[src/rtl/uart_csr_intc.sv]
// 16550-class UART register file: bus decode, divisor/baud generator, line status,
// character-timeout detection and the prioritised interrupt identification logic.
module uart_csr_intc #(
    parameter int DIV_W         = 16,
    parameter int FIFO_DEPTH    = 16,
    parameter int TIMEOUT_TICKS = 640
) (
    input  logic                          clk,
    input  logic                          rst,
    input  logic                          wr_i,
    input  logic                          rd_i,
    input  logic [2:0]                    addr_i,
    input  logic [7:0]                    din_i,
    output logic [7:0]                    dout_o,
    output logic                          tx_push_o,
    output logic                          rx_pop_o,
    input  logic [7:0]                    rx_fifo_in,
    input  logic [$clog2(FIFO_DEPTH):0]   rx_fifo_count_i,
    input  logic                          rx_push_i,
    input  logic                          rx_fifo_empty_i,
    input  logic                          tx_fifo_empty_i,
    input  logic                          tsr_empty_i,
    input  logic                          rx_oe_i,
    input  logic                          rx_pe_i,
    input  logic                          rx_fe_i,
    input  logic                          rx_bi_i,
    output logic                          baud_o,
    output logic                          tx_fifo_rst_o,
    output logic                          rx_fifo_rst_o,
    output logic [7:0]                    lcr_o,
    output logic                          fifo_en_o,
    output logic                          irq_o
);

    localparam int CW = $clog2(FIFO_DEPTH) + 1;
    localparam int TW = $clog2(TIMEOUT_TICKS + 1);

    logic [3:0]       ier_q;
    logic             fcr_en_q;
    logic [1:0]       fcr_trig_q;
    logic [7:0]       lcr_q;
    logic [4:0]       mcr_q;
    logic [7:0]       scr_q;
    logic [DIV_W-1:0] dl_q, dl_d;
    logic [15:0]      baud_cnt_q, baud_cnt_d;
    logic             baud_q, baud_d;
    logic [3:0]       err_q, err_d;
    logic             lsr7_q, lsr7_d;
    logic [TW-1:0]    to_cnt_q, to_cnt_d;
    logic             cti_q, cti_d;
    logic             thre_q, thre_d;
    logic             tx_empty_prev_q;
    logic [7:0]       dout_q, dout_d;
    logic             irq_q;
    logic             tx_rst_q, rx_rst_q;

    logic       dlab;
    logic       wr_thr, wr_dll, wr_ier, wr_dlm, wr_fcr, wr_lcr, wr_mcr, wr_scr;
    logic       rd_rbr, rd_iir, rd_lsr;
    logic       dl_wr;
    logic [CW-1:0] trig;
    logic [3:0] iir_code;
    logic [7:0] iir, lsr, dlm_rd, rdata;

    assign dlab   = lcr_q[7];
    assign wr_thr = wr_i && (addr_i == 3'd0) && !dlab;
    assign wr_dll = wr_i && (addr_i == 3'd0) && dlab;
    assign wr_ier = wr_i && (addr_i == 3'd1) && !dlab;
    assign wr_dlm = wr_i && (addr_i == 3'd1) && dlab;
    assign wr_fcr = wr_i && (addr_i == 3'd2);
    assign wr_lcr = wr_i && (addr_i == 3'd3);
    assign wr_mcr = wr_i && (addr_i == 3'd4);
    assign wr_scr = wr_i && (addr_i == 3'd7);
    assign rd_rbr = rd_i && (addr_i == 3'd0) && !dlab;
    assign rd_iir = rd_i && (addr_i == 3'd2);
    assign rd_lsr = rd_i && (addr_i == 3'd5);
    assign dl_wr  = wr_dll || wr_dlm;

    assign tx_push_o     = wr_thr;
    assign rx_pop_o      = rd_rbr;
    assign dout_o        = dout_q;
    assign baud_o        = baud_q;
    assign tx_fifo_rst_o = tx_rst_q;
    assign rx_fifo_rst_o = rx_rst_q;
    assign lcr_o         = lcr_q;
    assign fifo_en_o     = fcr_en_q;
    assign irq_o         = irq_q;

    // Divisor latch and baud down-counter; a DL write restarts the count without a tick.
    always_comb begin
        dl_d = dl_q;
        if (wr_dll) dl_d[7:0] = din_i;
        if (wr_dlm) dl_d[DIV_W-1:8] = din_i[DIV_W-9:0];
    end

    always_comb begin
        baud_cnt_d = baud_cnt_q;
        baud_d     = 1'b0;
        if (dl_wr) begin
            baud_cnt_d = (dl_d == '0) ? 16'd0 : 16'(dl_d) - 16'd1;
        end else if (dl_q != '0) begin
            if (baud_cnt_q == 16'd0) begin
                baud_d     = 1'b1;
                baud_cnt_d = 16'(dl_q) - 16'd1;
            end else begin
                baud_cnt_d = baud_cnt_q - 16'd1;
            end
        end
    end

    always_comb begin
        trig = CW'(1);
        if (fcr_en_q) begin
            case (fcr_trig_q)
                2'b00:   trig = CW'(1);
                2'b01:   trig = CW'(FIFO_DEPTH / 4);
                2'b10:   trig = CW'(FIFO_DEPTH / 2);
                default: trig = CW'(FIFO_DEPTH - 2);
            endcase
        end
    end

    // err_q bit order is {BI, FE, PE, OE}, matching LSR[4:1].
    assign lsr = {lsr7_q, tx_fifo_empty_i & tsr_empty_i, tx_fifo_empty_i, err_q, ~rx_fifo_empty_i};

    always_comb begin
        err_d  = (rd_lsr ? 4'b0 : err_q) | {rx_bi_i, rx_fe_i, rx_pe_i, rx_oe_i};
        lsr7_d = (rd_lsr ? 1'b0 : lsr7_q) | rx_pe_i | rx_fe_i | rx_bi_i;
    end

    always_comb begin
        to_cnt_d = to_cnt_q;
        if (rx_push_i || rd_rbr || rx_fifo_empty_i) begin
            to_cnt_d = '0;
        end else if (baud_q && (to_cnt_q != TW'(TIMEOUT_TICKS))) begin
            to_cnt_d = to_cnt_q + TW'(1);
        end
        cti_d = cti_q;
        if (rd_rbr || rx_push_i) begin
            cti_d = 1'b0;
        end else if ((to_cnt_q == TW'(TIMEOUT_TICKS)) && !rx_fifo_empty_i) begin
            cti_d = 1'b1;
        end
    end

    always_comb begin
        if (ier_q[2] && (err_q != 4'b0))              iir_code = 4'h6;
        else if (ier_q[0] && (rx_fifo_count_i >= trig)) iir_code = 4'h4;
        else if (ier_q[0] && cti_q)                   iir_code = 4'hC;
        else if (ier_q[1] && thre_q)                  iir_code = 4'h2;
        else                                          iir_code = 4'h1;
    end

    assign iir = {{2{fcr_en_q}}, 2'b00, iir_code};

    // Clears are applied after sets, so a same-cycle clear always wins.
    always_comb begin
        thre_d = thre_q;
        if ((tx_fifo_empty_i && !tx_empty_prev_q) ||
            (wr_ier && din_i[1] && !ier_q[1] && tx_fifo_empty_i)) begin
            thre_d = 1'b1;
        end
        if (wr_thr || (rd_iir && (iir_code == 4'h2))) begin
            thre_d = 1'b0;
        end
    end

    always_comb begin
        dlm_rd = 8'h00;
        dlm_rd[DIV_W-9:0] = dl_q[DIV_W-1:8];
        case (addr_i)
            3'd0:    rdata = dlab ? dl_q[7:0] : rx_fifo_in;
            3'd1:    rdata = dlab ? dlm_rd : {4'b0, ier_q};
            3'd2:    rdata = iir;
            3'd3:    rdata = lcr_q;
            3'd4:    rdata = {3'b0, mcr_q};
            3'd5:    rdata = lsr;
            3'd6:    rdata = 8'h00;
            default: rdata = scr_q;
        endcase
        dout_d = rd_i ? rdata : dout_q;
    end

    always_ff @(posedge clk or posedge rst) begin
        if (rst) begin
            ier_q           <= 4'b0;
            fcr_en_q        <= 1'b0;
            fcr_trig_q      <= 2'b0;
            lcr_q           <= 8'h00;
            mcr_q           <= 5'b0;
            scr_q           <= 8'h00;
            dl_q            <= '0;
            baud_cnt_q      <= 16'd0;
            baud_q          <= 1'b0;
            err_q           <= 4'b0;
            lsr7_q          <= 1'b0;
            to_cnt_q        <= '0;
            cti_q           <= 1'b0;
            thre_q          <= 1'b0;
            tx_empty_prev_q <= 1'b1;
            dout_q          <= 8'h00;
            irq_q           <= 1'b0;
            tx_rst_q        <= 1'b0;
            rx_rst_q        <= 1'b0;
        end else begin
            if (wr_ier) ier_q <= din_i[3:0];
            if (wr_fcr) begin
                fcr_en_q   <= din_i[0];
                fcr_trig_q <= din_i[7:6];
            end
            if (wr_lcr) lcr_q <= din_i;
            if (wr_mcr) mcr_q <= din_i[4:0];
            if (wr_scr) scr_q <= din_i;
            rx_rst_q        <= wr_fcr && din_i[1];
            tx_rst_q        <= wr_fcr && din_i[2];
            dl_q            <= dl_d;
            baud_cnt_q      <= baud_cnt_d;
            baud_q          <= baud_d;
            err_q           <= err_d;
            lsr7_q          <= lsr7_d;
            to_cnt_q        <= to_cnt_d;
            cti_q           <= cti_d;
            thre_q          <= thre_d;
            tx_empty_prev_q <= tx_fifo_empty_i;
            dout_q          <= dout_d;
            irq_q           <= ~iir_code[0];
        end
    end

endmodule
[config.mk]
export PLATFORM = sky130hd
export DESIGN_NAME = uart_csr_intc
export DESIGN_NICKNAME = d
export VERILOG_FILES = /design/src/rtl/uart_csr_intc.sv
export SDC_FILE = /design/constraint.sdc
export NUM_CORES = 1
export LEC_CHECK = 0
export CAP_MARGIN = 10
export CORE_AREA = 8 8 127 129
export CTS_CLUSTER_SIZE = 30
export DETAILED_ROUTE_END_ITERATION = 12
export DIE_AREA = 0 0 135 137
export PLACE_DENSITY = 0.63
export SLEW_MARGIN = 0
export SYNTH_ARGS = -nofsm -noshare
export SYNTH_HDL_FRONTEND = slang
export SYNTH_SLANG_ARGS = --single-unit
[constraint.sdc]
create_clock -name clk -period 3.7 [get_ports clk]
set_clock_uncertainty 0.15 [all_clocks]
set_input_delay 0.37 -clock clk [delete_from_list [all_inputs] [get_ports clk]]
set_output_delay 0.37 -clock clk [all_outputs]
set_load 0.03 [all_outputs]
==> metrics.md, run 1 <==
| Metric | Value |
|---|---|
| Outcome | finished, final reports clean |
| Worst Setup Path Type | reg2reg |
| Unrepaired setup endpoints after global routing | no |
| Total congestion overflow | 0 |
| Yosys top cell by area | dfrtp_1 |
| Pleak | 2.71 nW |
| Pre-CTS setup slack | 277 ps |
| Clock buffer depth | 2 |
| P&R area growth vs syn | 21.1% |
| Post-synthesis cell count | 586 |
| P per Cell Area | 579 mW/mm^2 |
| Synth Area in Simple Gates | 18.4% |
| Main synth FF type | dfrtp_1 |
| DRC errors left | 0 |
| Wire per inst | 21.3 um |
| Asr flop ratio synth | 100% |
| CTS sink count | 90 |
| First-pass GRT wire length | 28,700 um |
| TritonCTS buffer count | 9 |
| Setup TNS | 0 ps |
| Largest net degree at the start of global routing | 48 |
| Initial DRC count | 509 |
| Final Core Density | 47.4% |
| Starting Density | 39.2% |
| Ranking of synthesized cells by area | dfrtp_1 (40%), mux2_2 (8.7%), nor2_1 (3.4%) |
| Final count of hold timing violations | 0 |
| Clock latency at the later pin of the worst-skew pair | 350 ps |
| Main combinational cell family by area after synthesis | compound AO/OA/AOI/OAI gates |
| Root buffer cell | clkbuf_16 |
| CTS H-Tree Depth | 3 |
| Register area share after synthesis | 40.5% |
| CP Capture Type | flop |
| Final WS setup | 221 ps |
| Total GRT Usage | 19.8% |
| Post-Synth Adder-Cell Area | 2.02% |
| VDD IR-drop max | 482 uV |
| Diode count | 0 |
| FF/Latch Area | 0.00225 mm^2 |
| # fillers | 1,345 |
| Port bufs | 58 |
| Antenna violations before repair | 0 |
| Yosys cell types | 74 |
| Power after layout | 3.90 mW |
| Num ports | 59 |
| Headroom to the max-slew limit | 31.8% |
| Min-Delay Path Class | in2async |
| Layout Cells excl Fill | 833 |
| YS warnings | 0 |
| Post-synth EDFFs | 0 |
| Final #Nets | 689 |
| Mux cell area share after synthesis | 11.9% |
| Footprint of the multi-input gates | 0.00308 mm^2 |
| Routed vias/inst | 6.12 |
| Slew Viols, Final | 0 |
| Synth Area in XOR/XNOR | 3.46% |
| Compound-Gate Fraction of Synth Area | 19.5% |
| Min Tclk post-route | 3480 ps |
| Synthesized area | 0.00556 mm^2 |
| Mapped Avg Cell Area | 9.49 um^2 |
| Post-placement cell count | 817 |
| Total Die Area | 0.0185 mm^2 |
| Critical path launch point type | flop |
| Final setup violation count | 0 |
| Std cell rows | 44 |
| Routability Congestion | 0.899 |
| Final HPWL DP | 13,000 um |
| Max_cap viols | 0 |
| First-pass detailed-route iteration total | 5 |
| Die W | 135 um |
| Top-area cell type share of the netlist area | 40.0% |
| DRT Wirelength | 17,800 um |
| WP data required | 3760 ps |
| PostCTS Resize Cnt | 0 |
| Clk slew on worst S/H paths | 60 ps |
| Crit-path max FO | 7 |
| Vias in the first global route | 5,066 |
| Syn nets | 631 |
| Routed Antenna Nets | 0 |
| Setup Fix Bufs, Post-CTS | 0 |
| Chip height | 137 um |
| Max Fclk | 287 MHz |
| Number of synthesized register bits | 90 |
| Via count | 5,100 |
| CP arrival | 3540 ps |
| Worst slew pin tran | 1010 ps |
| Hold Buf Count CTS | 0 |
| Core Region | 0.0142 mm^2 |
| CTS tree | yes |
| Final period utilization | 94.0% |
| Share of layout cells above drive strength 1 | 16.5% |
==> sequential cells by signal, indices dropped and copies added (netlist names), 2 cells and up <==
| register | cells |
|---|---|
| fcr_trig_q | 2 |
| baud_cnt_q | 16 |
| scr_q | 8 |
| dout_o | 8 |
| err_q | 4 |
| dl_q | 16 |
| mcr_q | 5 |
| ier_q | 4 |
| to_cnt_q | 10 |
| lcr_o | 8 |
==> path summary, 6_finish.rpt <==
check | start | to | slack, ps | cells past startpoint
min | rst | lsr7_q | 330 | 2
max | baud_cnt_q[2] | baud_cnt_q[10] | 220 | 11
max reg2reg | baud_cnt_q[2] | baud_cnt_q[10] | 220 | 11
max in group asynchronous | rst | baud_cnt_q[7] | 2340 | 3
min in group clk | ier_q[3] | ier_q[3] | 360 | 1
min reg2reg | ier_q[3] | ier_q[3] | 360 | 1
==> kinds of logic after synthesis <==
| kind of cell | count (synthesis) |
|---|---|
| mux | 56 |
| xor+xnor | 22 |
| simple gates | 194 |
| compound gates | 158 |
| fa+ha+maj | 9 |
| flops | 90 |
| buf+inv | 57 |
==> area by class of cell <==
cell class,count,area share (%)
multi-input combinational,439,45.6
sequential,90,33.4
timing repair buffer,84,11.7
clock buffer,13,4.01
tap,184,3.42
inverter,20,1.13
clock inverter,3,0.650
==> Yosys cell counts (all sizes together), types with 4 or more instances <==
master   instances
a21o             9
nor2            51
ha               9
and3            11
a2111oi          4
a21oi           37
a22oi            7
mux2            43
a211oi           8
xor2            11
or4             11
o22ai            7
o21ai           30
xnor2           11
dfrtp           89
nor3            14
a31oi            8
nor4b            4
a21boi           6
mux4             4
nand2           39
o211ai           6
buf             11
mux2i            9
clkbuf          26
nand4           11
o2111ai          4
inv             20
nor4            12
nand3           17
or3              5
and2             5
==> cell usage in the layout, fill, tap and decap left out, types with 8 or more instances in the layout <==
cell	instances
dfrtp_1	89
nor2_1	50
a21oi_1	36
nand4_1	11
nor3_1	14
a21o_1	9
nand3_1	17
clkdlybuf4s50_1	58
ha_1	9
nand2_1	39
mux2i_1	9
xnor2_1	11
a31oi_1	8
mux2_2	43
inv_1	19
and3_1	11
o21ai_0	28
clkbuf_16	9
buf_4	25
a211oi_1	8
nor4_1	12
or4_1	8
xor2_1	11
==> layer usage <==
metal	global-route usage, %	routed length (um)	part of all wire (%)	vias to the layer above
met3	3.49	1260	7.1	27
met4	7.03	292	1.6	0
met1	27.7	8150	46	2531
met5	0	0	0	-
met2	30.2	8060	45	222
li1	-	-	-	2320
==> worst max-delay path, stage by stage (launching register included) <==
cell	delay, ps
dfrtp_1	400
or4_1	220
or4_4	220
nor2_2	80
a21oi_1	200
ha_1	220
or3b_2	500
nor3_1	430
o31ai_4	210
nor4b_1	350
mux2i_1	280
a32oi_1	80
==> through the flow <==
| stage | area, um^2 | hold WS, ps |
|---|---|---|
| CTS | 6740 | 360 |
| global route | 6740 | 371 |
| global placement | 6420 | 334 |
| floorplan | 5560 | 224 |
| finish | 6740 | 329 |
| detailed placement | 6420 | 345 |
==> power breakdown <==
part / total [mW] / internal (mW) / switching, mW / leakage [nW]
sequential: 1.54 / 1.22 / 0.317 / 1.10
combinational: 1.39 / 0.633 / 0.755 / 1.45
clock: 0.977 / 0.581 / 0.396 / 0.156
Power figures use the tool's default switching activity.
==> run 2, diff against run 1 <==
--- a/config.mk
+++ b/config.mk
@@ -6,11 +6,13 @@
 export NUM_CORES = 1
 export LEC_CHECK = 0
 export CAP_MARGIN = 10
-export CORE_AREA = 8 8 127 129
+export CORE_AREA = 8 8 159 161
 export CTS_CLUSTER_SIZE = 30
 export DETAILED_ROUTE_END_ITERATION = 12
-export DIE_AREA = 0 0 135 137
-export PLACE_DENSITY = 0.63
+export DIE_AREA = 0 0 167 169
+export GPL_ROUTABILITY_DRIVEN = 0
+export HOLD_SLACK_MARGIN = 0.1
+export PLACE_DENSITY = 0.44
 export SLEW_MARGIN = 0
 export SYNTH_ARGS = -nofsm -noshare
 export SYNTH_HDL_FRONTEND = slang
==> run 2 against run 1 <==
Die area grew 53%. Worst setup slack improved by 77 ps. Maximum frequency increased by 2.3%. Combinational power is essentially flat. Largest cell class unchanged.
==> metrics.md, run 2 (synthesis gave the netlist of run 1 again) <==
| Metric | Value |
|---|---|
| Outcome | finished, final reports clean |
| Max Fclk | 294 MHz (+2.3%) |
| Core Region | 0.0229 mm^2 (+61%) |
| Placed cell areas | 0.00655 mm^2 (+2.0%) |
| Slew Viols, Final | 0 (unchanged) |
| Reg-to-reg startpoint | baud_cnt_q[13] |
| Clk slew on worst S/H paths | 80 ps (+20 ps) |
| Starting Density | 24.3% (-15 points) |
| Setup Fix Bufs, Post-CTS | 0 (unchanged) |
| Total GRT Usage | 14.0% (-5.9 points) |
| Pleak | 2.69 nW (-0.53%) |
| VDD IR-drop max | 198 uV (-59%) |
| Share of layout cells above drive strength 1 | 16.9% (+0.44 points) |
| Antenna violations before repair | 0 (unchanged) |
| Total congestion overflow | 0 (unchanged) |
| Initial DRC count | 399 (-22%) |
| Clock latency at the later pin of the worst-skew pair | 360 ps (about the same) |
| Vias in the first global route | 5,213 (+2.9%) |
| Worst Setup Path Type | reg2reg |
| P&R area growth vs syn | 23.1% |
| Final count of hold timing violations | 0 (unchanged) |
| Total Die Area | 0.0282 mm^2 (+53%) |
| Commonest non-fill, non-tap cells in the layout | dfrtp_1 (89), clkdlybuf4s50_1 (58), nor2_1 (50), mux2_2 (43), nand2_1 (39) |
| Critical path launch point type | flop |
| Final setup violation count | 0 (unchanged) |
| Largest regs | baud_cnt_q x16, dl_q x16, to_cnt_q x10 |
| Final WS setup | 298 ps (+77.1 ps) |
| Crit-path max FO | 7 (unchanged) |
| Largest net degree at the start of global routing | 63 (+31%) |
| Most common cell after layout, fill and taps aside | dfrtp_1 |
| CTS sink count | 90 (unchanged) |
| Chip height | 169 um (+23%) |
| CP Capture Type | flop |
| Hold Buf Count CTS | 0 (unchanged) |
| Setup TNS | 0 ps (unchanged) |
| Routed vias/inst | 5.33 (-13%) |
| WP data required | 3770 ps (about the same) |
| DRC errors left | 0 (unchanged) |
| Num ports | 59 (unchanged) |
| Power after layout | 3.87 mW (-0.90%) |
| Min-Delay Path Class | reg2reg |
| Wire per inst | 20.7 um (-3.0%) |
| CTS tree | yes |
| Via count | 5,012 (-1.7%) |
| Final #Nets | 690 (+0.15%) |
| First-pass detailed-route iteration total | 6 (+1) |
| Clock buffer depth | 2 (unchanged) |
| CTS H-Tree Depth | 3 (unchanged) |
| Max_cap viols | 0 (unchanged) |
| Std cell rows | 56 (+27%) |
| DRT Wirelength | 19,500 um (+9.6%) |
| Min Tclk post-route | 3400 ps (-77.1 ps) |
| Port bufs | 58 (unchanged) |
| Pre-CTS setup slack | 214 ps (-63.2 ps) |
| PostCTS Resize Cnt | 0 (unchanged) |
| Die W | 167 um (+24%) |
| P per Cell Area | 565 mW/mm^2 (-2.5%) |
| Cell area after layout | 0.00685 mm^2 (+1.6%) |
| Worst slew pin tran | 829 ps (-181 ps) |
| First-pass GRT wire length | 30,800 um (+7.3%) |
| R2r setup slk | 300 ps (+80 ps) |
| Final HPWL DP | 14,500 um (+11%) |
| Unrepaired setup endpoints after global routing | no |
| CP arrival | 3470 ps (-70 ps) |
| Final period utilization | 91.9% (-2.1 points) |
| Headroom to the max-slew limit | 44.8% (+13 points) |
| HP Start | mcr_q[3] |
| Critical path launch point | baud_cnt_q[13] |
| Routed Antenna Nets | 0 (unchanged) |
| Root buffer cell | clkbuf_16 |
| Hold Slack | 357 ps (+28.4 ps) |
| TritonCTS buffer count | 9 (unchanged) |
## run 2: report_power, final
part,internal (mW),switching [mW]
sequential,1.22,0.325
clock,0.468,0.440
combinational,0.634,0.781
total,2.32,1.55
## run 2: worst max-delay path, cell delays in order, from the launching register on
cell and delay (ps):
dfrtp_1 440, or4_4 590, or4_4 580, nor2_2 160, a21oi_1 110, ha_1 230, or3b_2 240, nor3_2 80
o311a_1 180, a211o_1 290, nand4_1 110, a31oi_1 100
## run 2: metal layers
metal / global-route usage, % / vias up / part of all wire [%]
met2: 22.2 / 202 / 45
met3: 3.38 / 44 / 6.3
met4: 5.76 / 0 / 2.9
li1: - / 2325 / -
met5: 0 / - / 0
met1: 17.9 / 2441 / 46
## run 2: final timing paths
kind                            endpoint  cells past startpoint
min                             mcr_q[3]                      1
max in group asynchronous      dout_o[1]                      3
min reg2reg                     mcr_q[3]                      1
min in group asynchronous  baud_cnt_q[5]                      2
max                        baud_cnt_q[8]                     11
max reg2reg                baud_cnt_q[8]                     11
## run 2: through the flow
stage | std cells | util, %
floorplan | 586 | -
global placement | 924 | 28.6
detailed placement | 924 | 28.6
CTS | 940 | 29.8
global route | 940 | 29.9
finish | 941 | 29.9
## run 2: final cells by class
class | count | area, um^2
antenna | 1 | 2.50
clock buffer | 9 | 225
clock inverter | 7 | 61.3
fill | 2363 | 16100
inverter | 20 | 77.6
multi-input combinational | 439 | 3080
sequential | 90 | 2250
tap | 290 | 363
timing repair buffer | 85 | 783
